`config.mk`:
```
export PLATFORM = sky130hd
export DESIGN_NAME = hwrandom_pool
export DESIGN_NICKNAME = d
export VERILOG_FILES = /design/src/rtl/hwrandom_pool.sv
export SDC_FILE = /design/constraint.sdc
export NUM_CORES = 1
export LEC_CHECK = 0
export CORE_AREA = 2 2 173 208
export CTS_CLUSTER_SIZE = 12
export DETAILED_ROUTE_END_ITERATION = 10
export DIE_AREA = 0 0 175 210
export SYNTH_ARGS = -nofsm -noshare
export SYNTH_HDL_FRONTEND = slang
export SYNTH_SLANG_ARGS = --single-unit
```
`constraint.sdc`:
```
create_clock -name clk -period 9.9 [get_ports clk]
set_input_delay 1.98 -clock clk [delete_from_list [all_inputs] [get_ports clk]]
set_output_delay 1.98 -clock clk [all_outputs]
set_load 0.05 [all_outputs]
```
`src/rtl/hwrandom_pool.sv`:
```
// hwrandom_pool: synchronises and XORs ring-oscillator inputs, optionally Von Neumann de-biases,
// runs a repetition-count health test and packs bits into words buffered in a show-ahead FIFO.
module hwrandom_pool #(
    parameter int NUM_CHANNELS = 8,
    parameter int WORD_BITS    = 8,
    parameter int FIFO_DEPTH   = 16,
    parameter int REP_LIMIT    = 32
) (
    input  logic                          clk,
    input  logic                          reset,
    input  logic [NUM_CHANNELS-1:0]       raw_in,
    input  logic                          debias_en,
    output logic [WORD_BITS-1:0]          out_data,
    output logic                          out_valid,
    input  logic                          out_ready,
    output logic [$clog2(FIFO_DEPTH):0]   fifo_level,
    output logic                          health_fail,
    input  logic                          health_clear,
    output logic [7:0]                    drop_cnt
);
    localparam int AW = $clog2(FIFO_DEPTH);
    localparam int BW = $clog2(WORD_BITS);
    localparam int RW = $clog2(REP_LIMIT + 1);

    logic [NUM_CHANNELS-1:0] sync1, sync2;
    logic [1:0]              warm;
    logic                    cbit, cbit_q, bit_vld, mode_chg, debias_q, phase, pair_a;
    logic                    emit, new_bit, word_done, pop, push, full;
    logic [RW-1:0]           rep_cnt, rep_next;
    logic [BW-1:0]           bit_cnt;
    logic [WORD_BITS-1:0]    word, word_next;
    logic [WORD_BITS-1:0]    mem [FIFO_DEPTH];
    logic [AW-1:0]           wr_ptr, rd_ptr;

    // warm tags the synchroniser contents so pre-reset samples never become bits
    assign cbit      = ^sync2;
    assign bit_vld   = warm[1];
    assign mode_chg  = debias_en != debias_q;
    assign emit      = bit_vld & ~health_fail & ~mode_chg & (debias_en ? (phase & (pair_a != cbit)) : 1'b1);
    assign new_bit   = debias_en ? pair_a : cbit;
    assign word_done = emit & (bit_cnt == BW'(WORD_BITS - 1));
    assign pop       = out_valid & out_ready;
    assign full      = fifo_level == (AW+1)'(FIFO_DEPTH);
    assign push      = word_done & (~full | pop);
    assign out_valid = fifo_level != '0;
    assign out_data  = out_valid ? mem[rd_ptr] : '0;
    assign rep_next  = (cbit != cbit_q) ? RW'(1) : (rep_cnt == RW'(REP_LIMIT)) ? rep_cnt : rep_cnt + RW'(1);

    always_comb begin
        word_next          = word;
        word_next[bit_cnt] = new_bit;
    end

    always_ff @(posedge clk or posedge reset) begin
        if (reset) begin
            sync1       <= '0;
            sync2       <= '0;
            warm        <= '0;
            cbit_q      <= 1'b0;
            rep_cnt     <= '0;
            health_fail <= 1'b0;
            debias_q    <= 1'b0;
            phase       <= 1'b0;
            pair_a      <= 1'b0;
            bit_cnt     <= '0;
            word        <= '0;
            wr_ptr      <= '0;
            rd_ptr      <= '0;
            fifo_level  <= '0;
            drop_cnt    <= '0;
        end else begin
            sync1       <= raw_in;
            sync2       <= sync1;
            warm        <= {warm[0], 1'b1};
            debias_q    <= debias_en;
            cbit_q      <= bit_vld ? cbit : cbit_q;
            rep_cnt     <= health_clear ? '0 : bit_vld ? rep_next : rep_cnt;
            health_fail <= ~health_clear & (health_fail | (bit_vld & (rep_next == RW'(REP_LIMIT))));
            phase       <= mode_chg ? 1'b0 : phase ^ bit_vld;
            pair_a      <= (bit_vld & ~phase) ? cbit : pair_a;
            bit_cnt     <= (mode_chg | health_fail | word_done) ? '0 : emit ? bit_cnt + BW'(1) : bit_cnt;
            word        <= emit ? word_next : word;
            wr_ptr      <= wr_ptr + AW'(push);
            rd_ptr      <= rd_ptr + AW'(pop);
            fifo_level  <= fifo_level + (AW+1)'(push) - (AW+1)'(pop);
            drop_cnt    <= (word_done & ~push & (drop_cnt != 8'hFF)) ? drop_cnt + 8'd1 : drop_cnt;
        end
    end

    always_ff @(posedge clk) begin
        if (push) mem[wr_ptr] <= word_next;
    end
endmodule

```
Yosys cells after proc, flatten, opt, wreduce, memory -nomap -nowiden:

Memory sizes are Yosys's and may differ from the RTL's.
Cells that the tools add are included.

* bits in registers: 61
* memory bits (writable): 128
* output and inout bits: 23
* word-level logic and storage cells: 76
* memories kept: 1

Memories
* mem: words 16, bits a word 8, read ports 1, clocked after memory_dff 0, write ports 1, line 32 `logic [WORD_BITS-1:0] mem [FIFO_DEPTH];`

* add/subtract/negate cells: 7
* magnitude comparators: 2
* equality and inequality tests: 8
* mux-type cells: 15
* bitwise logic cells: 23
* reduce and logical (&&, ||, !) cells: 5

Operators with widths (count)
* $mux 6: 4
* $and 1x1->1: 12
* $eq 6x6->1 const B: 2
* $add 4x1->4: 2
* $add 8x1->8 const B: 1
* $bwmux 8: 1
* $mux 8: 1
* $ne 8x8->1 const B: 1
* $reduce_xor 8->1: 1
* $add 6x1->6 const B: 1
* $mux 1: 6
* $mux 3: 2
* $not 1->1: 6
* $add 5x1->5: 1
* $eq 5x5->1 const B: 1
* $reduce_bool 5->1: 1
* $sub 5x1->5: 1
* $lt 3x4->1 const B: 1
* $or 1x1->1: 4
* $reduce_bool 2->1: 2
* $add 3x1->3 const B: 1
* $demux 1 s3: 1
* $eq 3x3->1 const B: 1
* $ge 3x1->1 const B: 1
* other kinds (3): 5

Logic depth before layout (Yosys ltp):

Gate-level depths: netlist of run 1.

* word-level depth: 10
* gate-level depth with buffers: 17

Worst setup path after synthesis of run 1:

No wires, ideal clock.

* path kind: in2reg
* from: input port debias_en
* to: register fifo_level[4]
* arrival time: 4.395 ns
* required time: 9.774 ns
* setup slack: 5.379 ns
* stages on the path: 16
* buffers on the path: 2
* path through: xor2_1 -> nor3b_1 -> a31oi_2 -> or3b_1 -> buf_2 -> buf_6 -> ha_1 -> inv_1 -> ha_1 -> inv_1 -> fa_1 -> inv_1 -> a21oi_1 -> nor2_1 -> nor2_1 -> xnor2_1

* longest elaborated chain between the ends: 8
* elaborated cells on any way between the ends: 9
* classes of those cells: 2 x add/sub; 1 x eq/ne; 1 x mux; 5 x bitwise

RTL lines
* from (decl): line 12 `input logic debias_en,`
* $ne 1x1->1: line 38 `assign mode_chg = debias_en != debias_q;`
* $not 1->1: line 39 `assign emit = bit_vld & ~health_fail & ~mode_chg & (debias_en ? (phase & (pair_a != cbit)) : 1'b1);`
* $and 1x1->1: line 39
* $and 1x1->1 (*): line 39
* $and 1x1->1 (*): line 41 `assign word_done = emit & (bit_cnt == BW'(WORD_BITS - 1));`
* $and 1x1->1 (*): line 44 `assign push = word_done & (~full | pop);`
* $add 5x1->5 (*): line 85 `fifo_level <= fifo_level + (AW+1)'(push) - (AW+1)'(pop);`
* $sub 5x1->5 (*): line 85
* to (signal assigned): line 85
* to (decl): line 16 `output logic [$clog2(FIFO_DEPTH):0] fifo_level,`

Mark *: on every way between the ends. The rest lies on a longest branch, timed or not.
A chain may end at the register's enable or synchronous reset.

Worst setup path after layout of run 1:

* from: register rd_ptr[0]
* to: output port out_data[4]

* longest elaborated chain between the ends: 2

RTL lines
* from (decl): line 33 `logic [AW-1:0] wr_ptr, rd_ptr;`
* from (signal assigned): line 84 `rd_ptr <= rd_ptr + AW'(pop);`
* $mem_v2 16x8
* $mux 8: line 46 `assign out_data = out_valid ? mem[rd_ptr] : '0;`
* to (decl): line 13 `output logic [WORD_BITS-1:0] out_data,`

Every way passes these cells.

==> summary.txt, run 1 <==
Run status
  • Status: finished, final reports clean

Finish
  • Area of the multi-input gates: 2360 sq um
  • Fillers: 3457
  • Reg area: 5370 sq um
  • Final Cell Area: 9380 sq um
  • Share of layout cells above drive strength 1: 20.1%
  • Commonest non-fill, non-tap cells in the layout: edfxtp_1 (128), dfrtp_1 (60), mux4_2 (40), clkdlybuf4s50_1 (35), nor2_1 (22)
  • Area Overhead vs Synth: 18.9%
  • Nets: 539
  • Diode count: 0
  • Commonest non-fill, non-tap cell in the layout: edfxtp_1

Clocking
  • Clk slew on worst S/H paths: 0.08 ns
  • Clk Latency, worst-skew pair: 0.44 ns
  • Post-CTS setup buffers: 0
  • Root buffer cell: clkbuf_16
  • Clock sinks: 189
  • Post-CTS Hold Fix Bufs: 0
  • Gates resized, CTS repair: 0
  • Htree depth: 4
  • CTS buffer count: 17
  • Clock buffer depth: 2
  • CTS tree: done

GRT
  • Pin count of the biggest net entering global routing: 62
  • GRT overflow: 0
  • Initial antenna violation count: 0
  • Vias in the first global route: 4127
  • First-pass GRT wire length: 22900 microns
  • Total GRT Usage: 7.98%

Critical path
  • Crit-path cells: buf_4 -> mux4_2 -> mux4_2 -> nor2b_1 -> clkdlybuf4s50_1
  • Critical Path Sink Type: primary output
  • Max stage delay on crit path: 0.73 ns
  • WP data required: 7.92 ns
  • Setup crit start kind: register
  • CP Buf/Inv Count: 2
  • Slowest-stage cell, CP: clkdlybuf4s50_1
  • Top delay family on crit path: buffers and inverters
  • Worst Path Max Fanout: 33
  • Setup CP Type: register to primary output
  • CP most frequent cell: mux4_2
  • CP arrival: 3.36 ns

Routing
  • Drt drc: 0
  • DRT iter0 DRCs: 309
  • Vias/cell: 4.00
  • Antenna Nets Post-Route: 0
  • Routed WL: 13900 microns
  • TritonRoute pass-1 iters: 4
  • Via count: 3934
  • Routed len/inst: 14.1 microns

Floorplan
  • Die Footprint: 36800 sq um
  • Die X: 175 microns
  • Core area: 34800 sq um
  • I/O Pins: 36
  • # rows: 75
  • Starting Density: 22.6%
  • Die Ht: 210 microns

Synth
  • Top cells by area, synth: edfxtp_1 (49%), dfrtp_1 (19%), mux4_2 (11%)
  • Synth cell types: 44
  • Post-synthesis sequential area ratio: 68.1%
  • Syn Inst Count: 467
  • Largest area contributor in the netlist: edfxtp_1
  • Synth top area share: 48.7%
  • Syn Area/Cell: 16.9 sq um
  • Net count after synthesis: 497
  • Post-synth ARST share: 32.3%
  • Synth Warn #: 0
  • Synthesis-stage register bit count: 189
  • Synthesized cell area: 7890 sq um
  • EDFF count, synth: 128
  • Top FF cell, synth: edfxtp_1

STA
  • Final Setup Violations: 0
  • Max_slew headroom: 20.5%
  • Pins Over Slew Limit: 0
  • Final period utilization: 53.9%
  • Final setup TNS: 0 ns
  • Setup Skew: 0.0167 ns
  • RSZ-0062 raised after global routing: no
  • PnR worst setup slack: 4.56 ns
  • Hold_ws: 0.350 ns
  • Final hold vios: 0
  • Min cycle time layout: 5.34 ns
  • Maximum clock rate: 0.187 GHz
  • Slew @ Worst Pin: 1.18 ns

Placed design
  • Port bufs: 35
  • Place WS: 4.36 ns
  • Post-DP Area: 8800 sq um
  • DP HPWL: 9440 microns
  • RD Place Congestion: 0.730

Power and ir drop
  • Leak: 3.43 nW
  • P per Cell Area: 240 nW/um^2
  • Pwr Total: 0.00225 W
  • VDD IR max: 0.0000959 V

Min path
  • Hold/Removal Path Class: register to register

Run
  • Maxcap violations: 0
-- cell type report --
| type | count | area share [%] |
|---|---|---|
| inverters | 16 | 0.641 |
| well taps | 462 | 6.16 |
| clock buffers | 18 | 4.58 |
| clock inverters | 14 | 1.57 |
| repair buffers | 45 | 4.54 |
| flip-flops and latches | 189 | 57.3 |
| multi-input cells | 240 | 25.2 |
-- worst paths after layout --
kind	start	end	slack, ns	cells after the start
worst min register to register	sync1[2]	sync2[2]	0.35	0
worst min-delay path	sync1[2]	sync2[2]	0.35	0
min in group asynchronous	reset	rd_ptr[2]	2.09	3
max in group asynchronous	reset	rd_ptr[0]	7.29	3
worst max register to register	sync2[3]	fifo_level[4]	6.17	16
worst max-delay path	rd_ptr[0]	out_data[4]	4.56	5
-- worst reg2reg max path, stage by stage (launching register included) --
cell	delay, ns
dfrtp_1	0.37
xnor2_1	0.15
xnor2_2	0.33
xnor3_1	0.41
a31oi_2	0.17
buf_4	0.26
or3b_1	0.56
ha_1	0.35
inv_1	0.05
ha_1	0.15
inv_1	0.05
fa_1	0.39
inv_1	0.07
a21oi_1	0.06
nor2_1	0.09
nor2_1	0.05
xnor2_1	0.11
-- kinds of logic after synthesis --
kind of cell / after synthesis / synth area share [%]
flip-flops: 189 / 68.1
AND/OR/NAND/NOR: 112 / 7.54
multiplexers: 59 / 14.1
AO/OA/AOI/OAI: 24 / 1.78
XOR/XNOR: 27 / 3.63
other: 1 / 0.0476
buffers and inverters: 38 / 1.98
adder cells (fa/ha/maj): 17 / 2.79
-- cells in the mapped netlist, drive strengths merged, types with 9 or more instances --
master / number
xnor2: 14
nor2: 22
clkbuf: 15
nand3: 17
dfrtp: 61
nor3: 13
nor2b: 10
xor2: 10
nand2b: 9
nand2: 14
mux2: 18
edfxtp: 128
inv: 16
nor4: 9
ha: 16
a21oi: 9
mux4: 40
-- registers in the layout, summed over array words and instances (netlist names) --
signal / flops
cbit_q: 1
rep_cnt: 6
warm: 2
pair_a: 1
word: 8
bit_cnt: 3
health_fail: 1
phase: 1
debias_q: 1
rd_ptr: 4
fifo_level: 5
mem: 128
sync1: 8
sync2: 8
drop_cnt: 8
wr_ptr: 4
-- power breakdown --
group | total [W] | internal (W) | switching (W)
registers | 0.000960 | 0.000914 | 0.0000457
logic | 0.000633 | 0.000276 | 0.000357
clock network | 0.000653 | 0.000336 | 0.000317
total | 0.00225 | 0.00153 | 0.000720
-- metal layers --
layer | up-vias | wire [microns] | GRT usage (%)
met3 | 4 | 441 | 2.51
met4 | 0 | 57 | 1.47
li1 | 1863 | - | -
met2 | 41 | 7100 | 13.4
met5 | - | 0 | 0
met1 | 2026 | 6270 | 10.2
-- through the flow --
step	util [%]	std cells
floorplan	-	467
global placement	25.3	952
detailed placement	25.3	952
CTS	26.9	984
global route	26.9	984
finish	26.9	984
(Power assumes the default switching activity.)
==> inputs of run 2 (changes only) <==
Clock period 9.9 ns to 5.3 ns, I/O delays scaled along.
==> run 2 against run 1 <==
Hold slack improved by 0.00096 ns. Non-clock buffer count is 10 higher. Sequential share of layout area is 0.39 points lower. Critical path depth is the same. Design area increased by 0.69%. Power up 86%. First-iteration DRC count decreased by 37%. Clock power rose by 84%. Critical path type unchanged. Largest cell class unchanged.
==> summary.txt, run 2 (synthesis gave the netlist of run 1 again) <==
Run status
  • Status: finished, final reports clean

STA
  • Final hold vios: 0
  • Max_slew headroom: 23.9%
  • Slew @ Worst Pin: 1.11 ns
  • Maximum clock rate: 0.234 GHz
  • PnR worst setup slack: 1.02 ns
  • Min cycle time layout: 4.28 ns
  • Final Setup Violations: 0
  • Final period utilization: 80.7%
  • Pins Over Slew Limit: 0
  • Setup Skew: 0.0102 ns
  • RSZ-0062 raised after global routing: no
  • Final setup TNS: 0 ns

Floorplan
  • # rows: 75
  • I/O Pins: 36
  • Starting Density: 22.6%
  • Die X: 175 microns
  • Die Ht: 210 microns
  • Die Footprint: 36800 sq um
  • Core area: 34800 sq um

Run
  • Maxcap violations: 0

Clocking
  • Clock buffer depth: 2
  • CTS tree: done
  • Post-CTS setup buffers: 0
  • Htree depth: 4
  • Clk Latency, worst-skew pair: 0.42 ns
  • Gates resized, CTS repair: 0
  • Post-CTS Hold Fix Bufs: 0
  • Root buffer cell: clkbuf_16
  • CTS buffer count: 17
  • Clk slew on worst S/H paths: 0.07 ns
  • Clock sinks: 189

Critical path
  • Slowest-stage cell, CP: clkdlybuf4s50_1
  • Worst Path Max Fanout: 24
  • Crit path from: rd_ptr[0]
  • Setup crit start kind: register
  • Setup CP Type: register to primary output
  • CP arrival: 3.22 ns
  • Worst r2r src: sync2[3]
  • CP most frequent cell: mux4_2
  • Critical Path Sink Type: primary output
  • Worst Reg-to-Reg Cells: 16
  • WP data required: 4.24 ns
  • Max stage delay on crit path: 0.73 ns
  • Crit-path cells: buf_12 -> mux4_2 -> mux4_2 -> nor2b_1 -> clkdlybuf4s50_1

Routing
  • DRT iter0 DRCs: 195
  • Drt drc: 0
  • Vias/cell: 3.97
  • Antenna Nets Post-Route: 0
  • Routed len/inst: 14.1 microns
  • Routed WL: 14000 microns
  • Via count: 3944
  • TritonRoute pass-1 iters: 4

Finish
  • Largest register FFs: 128
  • Share of layout cells above drive strength 1: 21.2%
  • Area of the multi-input gates: 2360 sq um
  • Reg area: 5370 sq um
  • Final Cell Area: 9440 sq um
  • Diode count: 0
  • Area Overhead vs Synth: 19.7%
  • Largest Register: mem
  • Nets: 549
  • Fillers: 3478
  • Commonest non-fill, non-tap cell in the layout: edfxtp_1
  • Final Non-Filler Cells: 994
  • Commonest non-fill, non-tap cells in the layout: edfxtp_1 (128), dfrtp_1 (60), mux4_2 (40), clkdlybuf4s50_1 (35), nor2_1 (22)

Min path
  • Worst hold path depth: 0
  • Worst Hold Launch: sync1[2]
  • Hold/Removal Path Class: register to register

Power and ir drop
  • P per Cell Area: 442 nW/um^2
  • Leak: 3.48 nW
  • VDD IR max: 0.000208 V
  • Pwr Total: 0.00418 W

GRT
  • First-pass GRT wire length: 22500 microns
  • GRT overflow: 0
  • Pin count of the biggest net entering global routing: 45
  • Total GRT Usage: 7.89%
  • Vias in the first global route: 4071
  • Initial antenna violation count: 0

Placed design
  • DP HPWL: 9490 microns
  • Port bufs: 35
  • Post-DP Area: 8890 sq um
  • Placed cells: 962
  • RD Place Congestion: 0.765
  • Place WS: 1.07 ns
==> run 2: cell types whose count changed in the layout (fill, tap and decap cells not counted) <==
cell,previous run,this run
buf_4,10,19
clkinv_1,0,2
clkinv_8,3,1
buf_12,0,1
clkinv_4,2,1
inv_8,3,4
==> run 2: through the flow <==
| stage | hold WS (ns) | utilization (%) |
|---|---|---|
| 2_1_floorplan | 0.331 | - |
| 3_3_place_gp | 0.331 | 25.5 |
| 3_5_place_dp | 0.336 | 25.5 |
| 4_1_cts | 0.351 | 27.1 |
| 5_1_grt | 0.356 | 27.1 |
| 6_report | 0.351 | 27.1 |
==> run 2: worst max-delay path: cells and delay by family (launching register included) <==
family / cells / cell delay (ns)
flops: 1 / 0.59
simple gates: 1 / 0.15
mux: 2 / 1.03
buf+inv: 2 / 1.01
==> run 2: path summary, 6_finish.rpt <==
check                                     end  slack (ns)
worst min-delay path                 sync2[2]        0.35
max in group asynchronous         health_fail        3.47
worst max-delay path              out_data[6]        1.02
min in group asynchronous         drop_cnt[7]        0.93
worst min register to register       sync2[2]        0.35
worst max register to register  fifo_level[4]        1.97
==> run 2: cell type report <==
type / count / share of cell area [%]
clock inverters: 14 / 1.33
inverters: 16 / 0.636
repair buffers: 55 / 5.43
multi-input cells: 240 / 25.0
well taps: 462 / 6.12
clock buffers: 18 / 4.55
flip-flops and latches: 189 / 56.9
==> run 2: report_power, final <==
part | switching (W) | internal, W | leakage, nW | total (W)
combinational | 0.000632 | 0.000525 | 1.14 | 0.00116
sequential | 0.000109 | 0.00171 | 2.07 | 0.00182
clock | 0.000581 | 0.000620 | 0.271 | 0.00120
total | 0.00132 | 0.00285 | 3.48 | 0.00418
==> run 2: metal layers <==
layer,up-vias,routed length (microns),global-route usage [%]
met5,-,0,0
met1,2019,6200,9.70
met2,38,7380,13.8
li1,1880,-,-
met4,0,68,1.81
met3,7,368,2.09
==> inputs of run 3 (changes only) <==
Clock period 5.3 ns to 3.85 ns, I/O delays scaled along.
==> run 3 against run 2 <==
Die area did not move. Non-clock buffer count is 5 higher. Clock power is 52% higher. Sequential share of layout area down 0.63 points. Setup slack got worse by 0.75 ns. Via count rose by 2.1%. Critical endpoint unchanged. Largest cell class unchanged. Largest power group unchanged.
==> summary.txt, run 3 (synthesis gave the netlist of run 1 again) <==
Routing
  • Drt drc: 0
  • Via count: 4028
  • Routed len/inst: 13.7 microns
  • TritonRoute pass-1 iters: 4
  • DRT iter0 DRCs: 216
  • Vias/cell: 4.03
  • Antenna Nets Post-Route: 0
  • Routed WL: 13700 microns

GRT
  • Vias in the first global route: 4236
  • Initial antenna violation count: 0
  • Pin count of the biggest net entering global routing: 35
  • GRT overflow: 0
  • First-pass GRT wire length: 22500 microns
  • Total GRT Usage: 7.77%

Finish
  • Largest Register: mem
  • Commonest non-fill, non-tap cell in the layout: edfxtp_1
  • Nets: 554
  • Diode count: 0
  • Largest register FFs: 128
  • Area Overhead vs Synth: 21.1%
  • Commonest non-fill, non-tap cells in the layout: edfxtp_1 (128), dfrtp_1 (60), mux4_2 (40), buf_4 (31), clkdlybuf4s50_1 (27)
  • Share of layout cells above drive strength 1: 24.0%
  • Final Cell Area: 9550 sq um

STA
  • Pins Over Slew Limit: 0
  • PnR worst setup slack: 0.273 ns
  • Final Setup Violations: 0
  • Setup Skew: 0.0120 ns
  • Slew @ Worst Pin: 0.949 ns
  • Final setup TNS: 0 ns
  • Max_slew headroom: 36.5%
  • Min cycle time layout: 3.58 ns
  • Hold_ws: 0.344 ns
  • Maximum clock rate: 0.280 GHz
  • Final hold vios: 0
  • RSZ-0062 raised after global routing: no
  • Final period utilization: 92.9%

Power and ir drop
  • Sw Ratio: 31.9%
  • Logic pwr share: 26.6%
  • Internal power: 0.00402 W
  • VDD IR max: 0.000296 V
  • Leak: 3.56 nW
  • Pwr Total: 0.00590 W
  • Flop pwr share: 42.6%
  • Clock Power Share: 30.7%
  • P per Cell Area: 618 nW/um^2
  • NetSw: 0.00188 W

Clocking
  • Htree depth: 4
  • Gates resized, CTS repair: 0
  • Clock sinks: 189
  • Clk slew on worst S/H paths: 0.08 ns
  • Clock buffer depth: 2
  • CTS buffer count: 17
  • Post-CTS Hold Fix Bufs: 0
  • Root buffer cell: clkbuf_16
  • Post-CTS setup buffers: 0
  • CTS tree: done
  • Clk Latency, worst-skew pair: 0.42 ns

Critical path
  • Worst Path Max Fanout: 16
  • Critical Path Sink Type: primary output
  • CP arrival: 2.81 ns
  • WP data required: 3.08 ns
  • Setup crit start kind: register
  • Setup CP Type: register to primary output

Min path
  • Hold/Removal Path Class: register to register

Floorplan
  • Die X: 175 microns
  • Die Footprint: 36800 sq um
  • I/O Pins: 36
  • Core area: 34800 sq um
  • Starting Density: 22.6%
  • Die Ht: 210 microns
  • # rows: 75

Run status
  • Status: finished, final reports clean

Run
  • Maxcap violations: 0

Placed design
  • RD Place Congestion: 0.729
  • Place WS: 0.0796 ns
  • Port bufs: 35
  • DP HPWL: 9570 microns
  • Post-DP Area: 8920 sq um
run 3: power by group through the flow:
stage	Clock, W	Combinational (W)	Sequential (W)
after floorplan	0	0.00118	0.00254
after global placement	0	0.00158	0.00257
after detailed placement	0	0.00161	0.00257
after CTS	0.00187	0.00161	0.00253
after global routing	0.00196	0.00171	0.00255
final	0.00182	0.00157	0.00252
run 3: cell type report:
| cell class | instances | area (sq um) |
|---|---|---|
| clock inverter | 15 | 204 |
| tap | 462 | 578 |
| fill | 3448 | 25300 |
| inverter | 16 | 60.1 |
| multi-input combinational | 240 | 2360 |
| sequential | 189 | 5370 |
| timing repair buffer | 60 | 543 |
| clock buffer | 17 | 425 |
run 3: per-stage QoR:
| stage | cells | utilization, % |
|---|---|---|
| finish | 999 | 27.4 |
| detailed placement | 967 | 25.6 |
| global route | 999 | 27.4 |
| CTS | 999 | 27.4 |
| global placement | 967 | 25.6 |
| floorplan | 467 | - |
run 3: worst paths after layout:
kind / start / to / slack, ns / cells past startpoint
max: rd_ptr[0] / out_data[6] / 0.27 / 5
min: sync1[3] / sync2[3] / 0.34 / 0
max reg2reg: sync2[3] / fifo_level[4] / 0.74 / 15
min reg2reg: sync1[3] / sync2[3] / 0.34 / 0
max in group asynchronous: reset / rep_cnt[1] / 2.41 / 3
min in group asynchronous: reset / drop_cnt[1] / 0.82 / 2
run 3: metal layers:
| layer | wire [microns] | vias to the layer above | track usage (%) |
|---|---|---|---|
| li1 | - | 1896 | - |
| met1 | 5970 | 2072 | 9.27 |
| met2 | 7200 | 53 | 13.9 |
| met3 | 482 | 7 | 2.18 |
| met4 | 60 | 0 | 1.64 |
| met5 | 0 | - | 0 |
run 3: critical path, stage by stage (launching register included):
cell and delay (ns):
dfrtp_2 0.72, buf_4 0.28, mux4_2 0.52, mux4_2 0.46
nor2b_1 0.15, buf_4 0.24
